## config.mk

```make
export PLATFORM = sky130hd
export DESIGN_NAME = pipeline_stall_controller
export DESIGN_NICKNAME = d
export VERILOG_FILES = /design/src/rtl/pipeline_pkg.sv /design/src/rtl/pipe_event_counter.sv /design/src/rtl/pipeline_stall_controller.sv
export SDC_FILE = /design/constraint.sdc
export NUM_CORES = 1
export LEC_CHECK = 0
export BUFFER_PORTS_ARGS = -buffer_cell sky130_fd_sc_hd__buf_4
export CAP_MARGIN = 20
export CORE_MARGIN = 1
export CORE_UTILIZATION = 29
export DETAILED_ROUTE_END_ITERATION = 10
export PLACE_DENSITY = 0.81
export SLEW_MARGIN = 30
export SYNTH_ARGS = -nofsm -noshare
export SYNTH_HDL_FRONTEND = slang
export SYNTH_SLANG_ARGS = --single-unit
```

## constraint.sdc

```tcl
create_clock -name clk -period 1.3 [get_ports clk]
set_input_delay 0.065 -clock clk [delete_from_list [all_inputs] [get_ports clk]]
set_output_delay 0.065 -clock clk [all_outputs]
set_load 0.02 [all_outputs]
```

## src/rtl/pipeline_pkg.sv

```systemverilog
// ============================================================================
// pipeline_pkg : types and constants shared by the pipeline control blocks
// Revision     : 1.0
// ============================================================================
`default_nettype none

package pipeline_pkg;

   localparam int XLEN = 32;

   typedef enum logic [1:0] {
      RUN        = 2'd0,
      LOAD_STALL = 2'd1,
      FLUSH      = 2'd2
   } pipe_state_e;

   // Opcodes the hazard checkers decode to raise EX_stall / EX_branch_taken
   localparam logic [6:0] OPC_LOAD   = 7'b000_0011;
   localparam logic [6:0] OPC_STORE  = 7'b010_0011;
   localparam logic [6:0] OPC_BRANCH = 7'b110_0011;
   localparam logic [6:0] OPC_JAL    = 7'b110_1111;
   localparam logic [6:0] OPC_JALR   = 7'b110_0111;

endpackage

`default_nettype wire

```

## src/rtl/pipe_event_counter.sv

```systemverilog
// ============================================================================
// pipe_event_counter : enabled, saturating event counter with synchronous clear
// Revision           : 1.0
// ============================================================================
`default_nettype none

module pipe_event_counter
   import pipeline_pkg::*;
#(
   parameter int WIDTH = XLEN
) (
   input  logic             clk,
   input  logic             rst,
   input  logic             en_i,
   input  logic             clr_i,
   output logic [WIDTH-1:0] count_o
);

   localparam logic [WIDTH-1:0] C_MAX = {WIDTH{1'b1}};
   localparam logic [WIDTH-1:0] C_ONE = {{(WIDTH-1){1'b0}}, 1'b1};

   logic [WIDTH-1:0] count_q;
   logic [WIDTH-1:0] count_d;

   always_comb begin
      count_d = count_q;
      if (clr_i) begin
         count_d = '0;
      end else if (en_i && (count_q != C_MAX)) begin
         count_d = count_q + C_ONE;
      end
   end

   always_ff @(posedge clk) begin
      if (rst) begin
         count_q <= '0;
      end else begin
         count_q <= count_d;
      end
   end

   assign count_o = count_q;

endmodule

`default_nettype wire

```

## src/rtl/pipeline_stall_controller.sv

```systemverilog
// ============================================================================
// pipeline_stall_controller : load-use stall / branch flush / memory freeze
// control for a 5-stage pipe. Counters built only with PIPE_PERF_COUNTERS_EN.
// Revision : 1.0
// ============================================================================
`default_nettype none

module pipeline_stall_controller
   import pipeline_pkg::*;
(
   input  logic            clk,
   input  logic            rst,
   input  logic            EX_stall,
   input  logic            EX_branch_taken,
   input  logic [XLEN-1:0] EX_branch_target,
   input  logic            MEM_busy,
   output logic            PC_write_enable,
   output logic            PC_redirect_enable,
   output logic [XLEN-1:0] PC_redirect_target,
   output logic            IF_ID_hold,
   output logic            IF_ID_flush,
   output logic            ID_EX_hold,
   output logic            ID_EX_bubble,
   output logic            EX_MEM_hold,
   output logic            EX_MEM_bubble,
   output logic            MEM_WB_hold,
   output logic [XLEN-1:0] stall_cycles,
   output logic [XLEN-1:0] flush_count
);

   pipe_state_e state_q;
   pipe_state_e state_d;

   always_ff @(posedge clk) begin
      if (rst) begin
         state_q <= RUN;
      end else begin
         state_q <= state_d;
      end
   end

   always_comb begin
      state_d            = state_q;
      PC_write_enable    = 1'b1;
      PC_redirect_enable = 1'b0;
      PC_redirect_target = '0;
      IF_ID_hold         = 1'b0;
      IF_ID_flush        = 1'b0;
      ID_EX_hold         = 1'b0;
      ID_EX_bubble       = 1'b0;
      EX_MEM_hold        = 1'b0;
      EX_MEM_bubble      = 1'b0;
      MEM_WB_hold        = 1'b0;

      if (rst) begin
         state_d         = RUN;
         PC_write_enable = 1'b0;
         IF_ID_flush     = 1'b1;
         ID_EX_bubble    = 1'b1;
         EX_MEM_bubble   = 1'b1;
      end else if (MEM_busy) begin
         PC_write_enable = 1'b0;
         IF_ID_hold      = 1'b1;
         ID_EX_hold      = 1'b1;
         EX_MEM_hold     = 1'b1;
         MEM_WB_hold     = 1'b1;
      end else begin
         case (state_q)
            RUN: begin
               // A stall wins over a simultaneous branch; the branch re-resolves next cycle
               if (EX_stall) begin
                  state_d         = LOAD_STALL;
                  PC_write_enable = 1'b0;
                  IF_ID_hold      = 1'b1;
                  ID_EX_hold      = 1'b1;
                  EX_MEM_bubble   = 1'b1;
               end else if (EX_branch_taken) begin
                  state_d            = FLUSH;
                  PC_redirect_enable = 1'b1;
                  PC_redirect_target = EX_branch_target;
                  IF_ID_flush        = 1'b1;
                  ID_EX_bubble       = 1'b1;
               end else begin
                  state_d = RUN;
               end
            end
            LOAD_STALL: begin
               if (EX_branch_taken) begin
                  state_d            = FLUSH;
                  PC_redirect_enable = 1'b1;
                  PC_redirect_target = EX_branch_target;
                  IF_ID_flush        = 1'b1;
                  ID_EX_bubble       = 1'b1;
               end else begin
                  state_d = RUN;
               end
            end
            FLUSH: begin
               state_d = RUN;
            end
            default: begin
               state_d = RUN;
            end
         endcase
      end
   end

`ifdef PIPE_PERF_COUNTERS_EN
   logic stall_evt;
   logic flush_evt;

   assign stall_evt = !rst && (MEM_busy || ((state_q == RUN) && EX_stall));
   assign flush_evt = PC_redirect_enable;

   pipe_event_counter #(.WIDTH(XLEN)) u_stall_ctr (
      .clk     (clk),
      .rst     (rst),
      .en_i    (stall_evt),
      .clr_i   (1'b0),
      .count_o (stall_cycles)
   );

   pipe_event_counter #(.WIDTH(XLEN)) u_flush_ctr (
      .clk     (clk),
      .rst     (rst),
      .en_i    (flush_evt),
      .clr_i   (1'b0),
      .count_o (flush_count)
   );
`else
   assign stall_cycles = '0;
   assign flush_count  = '0;
`endif

endmodule

`default_nettype wire

```

# --- Word-level counts from Yosys, hierarchy flattened ---
# Index checks and enable logic that the tools add are counted.
word_totals:
  reg_bits: 2
  latch_bits: 0
  ram_bits: 0
  romBits: 0
  inputBits: 37
  memories: 0
classes:
  add_sub_neg: 0
  n_mul: 0
  div_mod_pow: 0
  magnitude_cmp: 0
  eq_ne: 1
  n_shift: 0
  muxes: 26
  n_bitwise: 0
  n_reduce_logical: 1
op_table:
  columns: ["op", "count"]
  rows:
  - ["32-bit two-way mux", 4]
  - ["32-bit case mux with 2 select lines", 1]
  - ["1-bit two-way mux", 17]
  - ["2-bit two-way mux", 2]
  - ["2-bit case mux with 2 select lines", 1]
  - ["2-bit by 1-bit equality test with 1-bit output, second input constant", 1]
  - ["2-bit zero test", 1]
  - ["1-bit case mux with 2 select lines", 1]

# --- Longest topological paths before layout ---
# Gate-level depths: netlist of the first run.
depth:
  word_depth: 5
  ltp_mapped: 4

# --- Least setup slack after synthesis of the first run ---
# No wires, ideal clock.
synth_timing:
  path_type: "register to output"
  start: "register state_q[1]"
  end: "output port PC_redirect_target[0]"
  arrival_ns: 1.495
  required_ns: 1.235
  setup_slack_ns: -0.260
  path_stages_with_launch: 4
  n_path_buf: 1
  path_cell_list: "dfxtp_1 or4b_1 buf_6 nor3b_1"
synth_between:
  elab_chain_len: 4
synth_lines:
  columns: ["element", "line_no", "text"]
  rows:
  - ["start, declared", "pipeline_stall_controller.sv:31", "pipe_state_e state_q;"]
  - ["start signal, assigned", "pipeline_stall_controller.sv:38", "state_q <= state_d;"]
  - ["2-bit by 1-bit equality test with 1-bit output / 2-bit zero test (equally long branches)", "pipeline_stall_controller.sv:68", "case (state_q)"]
  - ["32-bit case mux with 2 select lines (*)", "pipeline_stall_controller.sv:68", null]
  - ["32-bit two-way mux (*)", "pipeline_stall_controller.sv:61", "end else if (MEM_busy) begin"]
  - ["32-bit two-way mux (*)", "pipeline_stall_controller.sv:55", "if (rst) begin"]
  - ["end, declared", "pipeline_stall_controller.sv:19", "output logic [XLEN-1:0] PC_redirect_target,"]
# Every way passes the cells marked *; elsewhere a longest branch is shown, timed or not.

# --- Worst setup path after layout of the first run ---
layout_timing:
  start: "register state_q[1]"
  end: "output port PC_redirect_target[7]"
# Same word-level chain as after synthesis.

==> results.md, run 1 <==
- HPWL after DPL: around 2200 um
- Most flop-heavy register: state_q
- Unrepaired setup endpoints after global routing: yes
- Vias in the first global route: roughly 800
- CP max stage cell: or4b_4
- Post-synth top area share: 0.4563
- Top area cells in the synthesized netlist: buf_4 46%, nor3b_2 32%, buf_8 4.1%, dfxtp_1 3.6%, nor3b_1 2.7%
- Antenna-violating nets left: 0
- Fillers: 348
- Count of non-filler cells in the finished layout: 254
- Worst-path clk slew: roughly 30 ps
- Most frequent cells in the layout: 64 x conb_1, 59 x buf_4, 28 x nor3b_4
- Worst hold slack: around 290 ps
- Initial antenna violation count: 0
- Max Cap Viol: 0
- Post-synth cell types: 22
- Clk Latency, worst-skew pair: 210 ps
- Post-Syn Area per Cell: 8.748 sq um
- GR Util All Layers: 0.1311
- Starting density of the core: 0.3011
- Critical path capture point type: primary output
- Cell family with most CP delay: simple AND/OR/NAND/NOR gates
- Largest register FFs: 2
- Slew Viols, Final: 0
- Cells after Synth: between 100 and 150
- Layout Cell Area excl Fill: slightly below 0.002 sq mm
- Seq cells post-synth: 2
- Die ar.: slightly above 0.004 sq mm
- Buffers on Ports: slightly below 80
- Status: finished, violations left
- Crit start category: register
- Biggest regs: state_q: 2 flops
- CTS Sinks: 2
- Worst-path fanout max: 21
- RR Startpoint: state_q[1]
- CTS root buffer: clkbuf_8
- Routed WL per cell: between 10 and 15 um
- Routed via count: 961
- Number of synthesized flops with an enable pin: 0
- Fmax: 0.5962 GHz
- Area Overhead vs Synth: 75.37%
- Commonest non-fill, non-tap cell in the layout: conb_1
- Final setup violation count: 38
- Width of the die: approximately 64 um
- Synth Flop Type: dfxtp_1
- Seq/Total Area, Yosys: 0.03632
- Yosys top cell by area: buf_4
- Num CTS Buffers: 3
- Antenna fix cells: 0
- Total Power: between 0.9 and 1 mW
- Flop2flop setup slack: roughly 50 ps
- Buf/Inv on CP: 2
- GRT overflow: 0
- Hold Path End: state_q[0]
- Cell count after placement: 249
- Synth async-reset ratio: 0
- Tcrit/Tclk final: 1.290
- End of the worst register-to-register path: state_q[1]
- Final Hold Viols: 0
- Critical path type: reg2out
- GPL Wtd Cong: ~0.68
- Failing checks: negative setup slack
- Worst setup margin: -377.4 ps
- Final WL: roughly 2800 um
- Pleak: 0.9875 nW
- CTS max path bufs: 2
- Routed vias/inst: approximately 3.8
- Synth warn: 0
- Die Ht: between 60 and 70 um
- CP required: between 1000 and 1500 ps
- First-pass detailed-route iteration total: 2
- CTS tree: built
- WHS Path Cells: 4
- First-pass GRT wire length: 4098 um
- Peak VDD IR: 0.0003056 V
- Worst path max stage delay: roughly 520 ps
- NumNets Final: 245
- Worst path arrival time: 1610 ps
- DR DRC count: 0
- Hold Path Class: in2reg
- Initial DRC count: 62
- I/O Pins: approximately 140
- CP cell instances: or4b_4 > buf_12 > nor3b_4 > buf_6
- Hold_sp: MEM_busy
- Largest net degree at the start of global routing: 22
- Tmin final: around 1700 ps
- Final Skew: 0.8146 ps
- Core ar.: ~0.0037 sq mm
- H-tree Lvls: 1
- Place WS: -152.3 ps
- R2R depth: 3
- Mapped cell area: around 0.0011 sq mm
- Share of layout cells above drive strength 1: 0.6456
- Placed cell area: ~0.0017 sq mm
- Power Density: between 500 and 600 mW/mm^2
- # rows: 22
-- Yosys cell counts, types with 2 or more instances --
cell,instances
nor2b_1,2
nor3b_1,4
inv_1,2
nor2_1,2
buf_2,3
buf_4,67
buf_8,3
nor3b_2,28
dfxtp_1,2
-- power by group --
part,internal [mW],switching [mW],leakage (nW)
Sequential,0.0670,0.00261,0.0168
Clock,0.195,0.0441,0.0216
Combinational,0.282,0.393,0.949
-- worst max-delay path by stage --
stage                           from                endpoint  slack [ps]  cells past startpoint
after floorplan           state_q[1]  PC_redirect_target[10]        -150                      4
after global placement    state_q[1]  PC_redirect_target[10]        -130                      4
after detailed placement  state_q[1]  PC_redirect_target[29]        -150                      4
after CTS                 state_q[1]   PC_redirect_target[0]        -380                      4
after global routing      state_q[1]   PC_redirect_target[7]        -420                      4
final                     state_q[1]   PC_redirect_target[7]        -380                      4
-- metrics by stage --
stage | util | TNS (ps)
after floorplan | - | -4085
after global placement | 0.4733 | -3457
after detailed placement | 0.4733 | -4068
after CTS | 0.5280 | -11740
after global routing | 0.5280 | -13290
final | 0.5280 | -11330
-- tightest hold or removal path, cell delays in order --
cell     delay [ps]
buf_4            90
buf_4           120
nor2b_1         130
a21oi_1          40
-- layout make-up --
class / instances / area, sq um / area share
timing repair buffer: 89 / 832.0 / 0.4304
multi-input combinational: 110 / 950.9 / 0.4919
inverter: 2 / 7.507 / 0.003884
tap: 48 / 60.06 / 0.03107
clock buffer: 3 / 41.29 / 0.02136
sequential: 2 / 41.29 / 0.02136
-- per-layer routing --
metal,up-vias,track usage,share of wire
li1,445,-,-
met1,435,0.1424,0.34
met2,81,0.2314,0.53
met4,0,0.02557,0
met5,-,0,0
met3,0,0.05978,0.13
-- cell families after synthesis --
group                  after synthesis  share of synthesized area
AO/OA/AOI/OAI                        5                    0.03179
buffers and inverters               77                     0.5312
other                                1                   0.003402
AND/OR/NAND/NOR                     41                     0.3973
flip-flops                           2                    0.03632
-- what timing repair did --
item / 4_1_cts / 5_1_grt
setup buffers: 1 / 0
hold buffers: 0 / 0
hold endpoints to repair: 0 / 0
cloned: 1 / 0
resized for setup: 31 / 0
setup endpoints to repair: 38 / 39
pin swaps: 3 / 1
(Power assumes the default switching activity.)
==> run 2, diff against run 1 <==
--- a/config.mk
+++ b/config.mk
@@ -9,7 +9,8 @@
 export CAP_MARGIN = 20
 export CORE_MARGIN = 1
-export CORE_UTILIZATION = 29
+export CORE_UTILIZATION = 30
+export CTS_BUF_LIST = sky130_fd_sc_hd__clkbuf_4 sky130_fd_sc_hd__clkbuf_8
 export DETAILED_ROUTE_END_ITERATION = 10
-export PLACE_DENSITY = 0.81
+export PLACE_DENSITY = 0.84
 export SLEW_MARGIN = 30
 export SYNTH_ARGS = -nofsm -noshare
==> constraint.sdc (replaced) <==
create_clock -name clk -period 1.3 [get_ports clk]
set_input_delay 0.065 -clock clk [delete_from_list [all_inputs] [get_ports clk]]
set_output_delay 0.065 -clock clk [all_outputs]
set_load 0.01 [all_outputs]
==> run 2 against run 1 <==
Against the previous run:
- via count decreased by 2.2%
- utilization decreased by 1.3 points
- design area decreased by 9.1%
- the run still ends with negative setup slack left
- critical path type unchanged
- setup slack got worse by 2.3 ps
- highest routed layer unchanged
- non-clock buffer count unchanged
- total power decreased by 29%
- hold slack got worse by 77 ps
- combinational power decreased by 27%
- largest power group unchanged
- maximum frequency decreased by 0.14%
- register-to-register slack got worse by 40 ps
- clock skew decreased by 0.51 ps
- die area decreased by 3.2%
==> results.md, run 2 (synthesized netlist as in run 1, its figures left out) <==
- CTS max path bufs: 2 (unchanged)
- Most flop-heavy register: state_q
- HPWL after DPL: 2332 um (+6.5%)
- Most used routing layer: met2
- Share of layout cells above drive strength 1: 0.6408 (-0.004854)
- Crit start category: register
- Final WL: 2762 um (-2.6%)
- Final Hold Viols: 0 (unchanged)
- Tmin final: 1680 ps (+2.342 ps)
- Tcrit/Tclk final: 1.292 (+0.001802)
- Initial DRC count: 23 (-63%)
- Place WS: -183.7 ps (-31.40 ps)
- Clock Power Share: 0.195 (-0.048)
- Critical path capture point type: primary output
- Power Density: 398.7 mW/mm^2 (-22%)
- Routed via count: 940 (-2.2%)
- Die Ht: 62.62 um (-1.6%)
- Unrepaired setup endpoints after global routing: yes
- Antenna-violating nets left: 0 (unchanged)
- First-pass detailed-route iteration total: 4 (+2)
- H-tree Lvls: 1 (unchanged)
- Commonest non-fill, non-tap cell in the layout: buf_4
- Worst path arrival time: 1610 ps (about the same)
- Pleak: 0.9202 nW (-6.8%)
- Int Power: 0.4024 mW (-26%)
- GR Util All Layers: 0.1300 (-0.001135)
- Vias in the first global route: 797 (-1.2%)
- Critical path type: reg2out
- Width of the die: 62.62 um (-1.6%)
- CTS tree: built
- Final Skew: 0.3023 ps (-0.5123 ps)
- Die ar.: 0.003921 sq mm (-3.2%)
- Core ar.: 0.003416 sq mm (-6.7%)
- Placed cell area: 0.001649 sq mm (-4.8%)
- Met2 usage: 0.2649 (+0.03356)
- Slew Viols, Final: 0 (unchanged)
- Worst-path clk slew: 30 ps (about the same)
- Max Cap Viol: 0 (unchanged)
- CTS Sinks: 2 (unchanged)
- CP required: 1240 ps (about the same)
- Largest register FFs: 2 (unchanged)
- Worst-path fanout max: 20 (-4.8%)
- Hold-fix buffers at CTS: 0 (unchanged)
- Fillers: 331 (-4.9%)
- Routed WL per cell: 10.96 um (-1.8%)
- Most frequent cells in the layout: 76 x buf_4, 64 x conb_1, 21 x nor3b_4
- Fmax: 0.5953 GHz (-0.14%)
- NumNets Final: 245 (unchanged)
- Failing checks: negative setup slack
- Buffers on Ports: 77 (unchanged)
- Largest net degree at the start of global routing: 21 (-4.5%)
- Final core utilization: 0.5147 (-0.01337)
- Switch Pwr: 0.2986 mW (-32%)
- I/O Pins: 142 (unchanged)
- DR DRC count: 0 (unchanged)
- Antenna fix cells: 0 (unchanged)
- Routed vias/inst: 3.730 (-1.4%)
- Seq pwr share: 0.098 (+0.027)
- Num CTS Buffers: 3 (unchanged)
- Worst setup margin: -379.7 ps (-2.342 ps)
- Cell count after placement: 248 (-0.40%)
- Initial antenna violation count: 0 (unchanged)
- Peak VDD IR: 0.0002660 V (-13%)
- Sw frac: 0.4259 (-0.02116)
- Count of non-filler cells in the finished layout: 252 (-0.79%)
- Gate power share: 0.707 (+0.021)
- CTS root buffer: clkbuf_4
- Status: finished, violations left
- Clk Latency, worst-skew pair: 220 ps (about the same)
- Layout Cell Area excl Fill: 0.001758 sq mm (-9.1%)
- Hold Path Class: in2reg
- GPL Wtd Cong: 0.6861 (+1.4%)
- Met3 usage in global routing: 0.02737 (-0.03241)
- Area Overhead vs Synth: 59.48%
- Final setup violation count: 35 (-7.9%)
- GRT overflow: 0 (unchanged)
- Total Power: 0.7009 mW (-29%)
- Biggest regs: state_q: 2 flops
- Met1 GRT Util: 0.1255 (-0.01685)
- # rows: 21 (-4.5%)
- First-pass GRT wire length: 3988 um (-2.7%)
- Starting density of the core: 0.3227 (+0.02162)
==> run 2: per-layer routing <==
metal | share of wire | up-vias | wire length (um)
li1 | - | 444 | -
met1 | 0.31 | 423 | 855
met2 | 0.58 | 73 | 1609
met3 | 0.11 | 0 | 298
met4 | 0 | 0 | 0
met5 | 0 | - | 0
==> run 2: worst max-delay path, stage by stage (launching register included) <==
cell and delay (ps):
dfxtp_2 310, or4b_4 520, buf_12 200, nor3b_2 200, buf_4 150
==> run 2: power groups by stage <==
stage                     sequential [mW]  combinational (mW)  clock (mW)
after floorplan                    0.0698               0.433           0
after CTS                          0.0685               0.483       0.151
final                              0.0688               0.495       0.137
after global placement             0.0687               0.464           0
after detailed placement           0.0690               0.469           0
after global routing               0.0694               0.528       0.150
==> run 2: path summary, 6_finish.rpt <==
| kind | cells past startpoint | from | end | slack (ps) |
|---|---|---|---|---|
| hold reg to reg | 2 | state_q[0] | state_q[0] | 570 |
| setup / recovery | 4 | state_q[1] | PC_redirect_target[2] | -380 |
| hold / removal | 3 | rst | state_q[1] | 210 |
| setup reg to reg | 4 | state_q[1] | state_q[0] | 10 |
==> run 2: area by class of cell <==
type,count,area (sq um),share of cell area
multi-input combinational,110,894.6,0.5089
timing repair buffer,89,734.5,0.4178
tap,46,57.56,0.03274
sequential,2,41.29,0.02349
clock buffer,3,22.52,0.01281
inverter,2,7.507,0.004270
==> run 2: through the flow <==
stage                     setup TNS, ps  hold WS [ps]
after CTS                        -11660         208.5
after detailed placement          -3839         443.6
after global placement            -2982         432.3
after floorplan                   -1658         176.3
final                            -11470         210.6
after global routing             -13290         240.1
==> run 2: timing repair <==
action / 4_1_cts / 5_1_grt
buffers inserted: 0 / 1
gates cloned: 0 / 0
setup endpoints to repair: 36 / 38
resized for setup: 9 / 11
pin swaps: 2 / 3
==> run 3, diff against run 2 <==
- CORE_MARGIN: 1 -> 3
- CORE_UTILIZATION: 30 -> 36
- PLACE_DENSITY: 0.84 -> 0.94
- clock period: 1.3 -> 2.2 ns (I/O delays scaled with it)
==> run 3 against run 2 <==
Against the previous run:
- the run now ends clean
- utilization fell by 0.74 points
- register-to-register slack improved by 660 ps
- flip-flop and latch count did not move
- clock skew rose by 1.8 ps
- die area fell by 4.0%
- setup slack improved by 600 ps
- non-clock buffer count fell by 10
- total power fell by 50%
- largest power group unchanged
- highest routed layer is now met4
==> results.md, run 3 (synthesized netlist as in run 1, its figures left out) <==
- NumNets Final: 235 (-4.1%)
- Largest net degree at the start of global routing: 35 (+67%)
- Critical path type: reg2out
- Gate power share: 0.643 (-0.064)
- Post-route setup TNS: 0 ps (+11,470 ps)
- CTS root buffer: clkbuf_4
- Int Power: 0.2009 mW (-50%)
- Pleak: 0.7667 nW (-17%)
- Worst slew pin tran: ~520 ps
- Antenna fix cells: 0 (unchanged)
- Multi-input gate area: 720.7 sq um (-19%)
- Max Cap Viol: 0 (unchanged)
- CTS max path bufs: 2 (unchanged)
- Starting density of the core: 0.3897 (+0.06694)
- CP max stage cell: or4b_2
- Routed vias/inst: 3.850 (+3.2%)
- # rows: 19 (-9.5%)
- Count of non-filler cells in the finished layout: 227 (-9.9%)
- Crit start category: register
- Routed via count: 874 (-7.0%)
- Status: complete, no violations
- Final WL: 2510 um (-9.1%)
- Worst-path clk slew: 30 ps (about the same)
- Cell count after placement: 224 (-9.7%)
- Seq pwr share: 0.120 (+0.022)
- CP cell instances: or4b_2 > buf_4 > nor3b_1 > buf_4
- DR DRC count: 0 (unchanged)
- First-pass detailed-route iteration total: 2 (-2)
- Slew headroom: 0.6494
- RR Startpoint: state_q[1]
- Area Overhead vs Synth: 30.19%
- Worst path arrival time: 1870 ps (+260 ps)
- Initial DRC count: 41 (+78%)
- GPL Wtd Cong: 0.6066 (-12%)
- Die ar.: 0.003762 sq mm (-4.0%)
- Unrepaired setup endpoints after global routing: no
- Most used cell, CP: buf_4
- Die Ht: 61.34 um (-2.0%)
- Tmin final: 1980 ps
- Most frequent cells in the layout: 78 x buf_4, 64 x conb_1, 28 x nor3b_2
- Antenna-violating nets left: 0 (unchanged)
- Cell family with most CP delay: simple AND/OR/NAND/NOR gates
- Slew Viols, Final: 0 (unchanged)
- Clk Latency, worst-skew pair: 230 ps (about the same)
- HPWL after DPL: 2116 um (-9.3%)
- Most flop-heavy register: state_q
- Fmax: 0.5051 GHz
- Hold_sp: MEM_busy
- CP required: 2090 ps (+850 ps)
- Fillers: 274 (-17%)
- First-pass GRT wire length: 2925 um (-27%)
- Buffers on Ports: 77 (unchanged)
- Num CTS Buffers: 3 (unchanged)
- Tcrit/Tclk final: 0.8999
- Critical path capture point type: primary output
- Total Power: 0.3509 mW (-50%)
- Vias in the first global route: 681 (-15%)
- Commonest non-fill, non-tap cell in the layout: buf_4
- Switch Pwr: 0.1500 mW (-50%)
- Peak VDD IR: 0.0002909 V (+9.4%)
- GR Util All Layers: 0.1020 (-0.02792)
- Clock Power Share: 0.237 (+0.042)
- Postcts setup bufs: 0 (unchanged)
- Largest register FFs: 2 (unchanged)
- Initial antenna violation count: 0 (unchanged)
- Cts repair resizes: 0 (-9)
- Power Density: 244.5 mW/mm^2 (-39%)
- Final setup violation count: 0 (-100%)
- Final Hold Viols: 0 (unchanged)
- Worst path max stage delay: 620 ps (+100 ps)
- Width of the die: 61.34 um (-2.0%)
- Hold-fix buffers at CTS: 0 (unchanged)
- Sequential cell area: 40.04 sq um (-3.0%)
- Share of layout cells above drive strength 1: 0.5816 (-0.05914)
- Buf/Inv on CP: 2 (unchanged)
- I/O Pins: 142 (unchanged)
- Sw frac: 0.4275 (+0.001602)
- CP Launch Point: state_q[1]
- Biggest regs: state_q: 2 flops
- Hold Path Class: in2reg
- Worst-path fanout max: 34 (+70%)
- Routed WL per cell: 11.06 um (+0.88%)
- GRT overflow: 0 (unchanged)
- Worst hold slack: 199.2 ps (-11.38 ps)
- H-tree Lvls: 1 (unchanged)
- CTS tree: built
- Final Skew: 2.070 ps (+1.768 ps)
- Core ar.: 0.002829 sq mm (-17%)
- CTS Sinks: 2 (unchanged)
[run 3: worst min-delay path, cell delays in order]
cell	delay (ps)
buf_4	100
nor2b_1	120
a21oi_1	50
[run 3: routing by layer]
metal | up-vias | GRT usage | routed length, um
li1 | 420 | - | -
met1 | 378 | 0.09589 | 698
met2 | 72 | 0.2039 | 1369
met3 | 4 | 0.01887 | 410
met4 | 0 | 0.05455 | 32
met5 | - | 0 | 0
[run 3: per-stage QoR]
stage	utilization	worst slack, ps	area, sq um
global route	0.5073	129.5	1435
CTS	0.5073	206.4	1435
detailed placement	0.4993	460.9	1413
floorplan	-	765.3	1339
finish	0.5073	220.2	1435
global placement	0.4993	477.4	1413
[run 3: layout make-up]
class	instances	share of cell area
tap	31	0.02703
sequential	2	0.02790
inverter	2	0.005231
timing repair buffer	79	0.4220
multi-input combinational	110	0.5022
clock buffer	3	0.01569
[run 3: power by group through the flow]
stage | registers, mW | clock network, mW | logic, mW
floorplan | 0.0413 | 0 | 0.225
global placement | 0.0425 | 0 | 0.222
detailed placement | 0.0426 | 0 | 0.225
CTS | 0.0421 | 0.0877 | 0.225
global route | 0.0428 | 0.0885 | 0.247
finish | 0.0422 | 0.0831 | 0.226
[run 3: final timing paths]
path	cells past startpoint	to	slack [ps]
min reg2reg	2	state_q[1]	520
max reg2reg	3	state_q[1]	670
max	4	PC_redirect_target[2]	220
min	3	state_q[0]	200
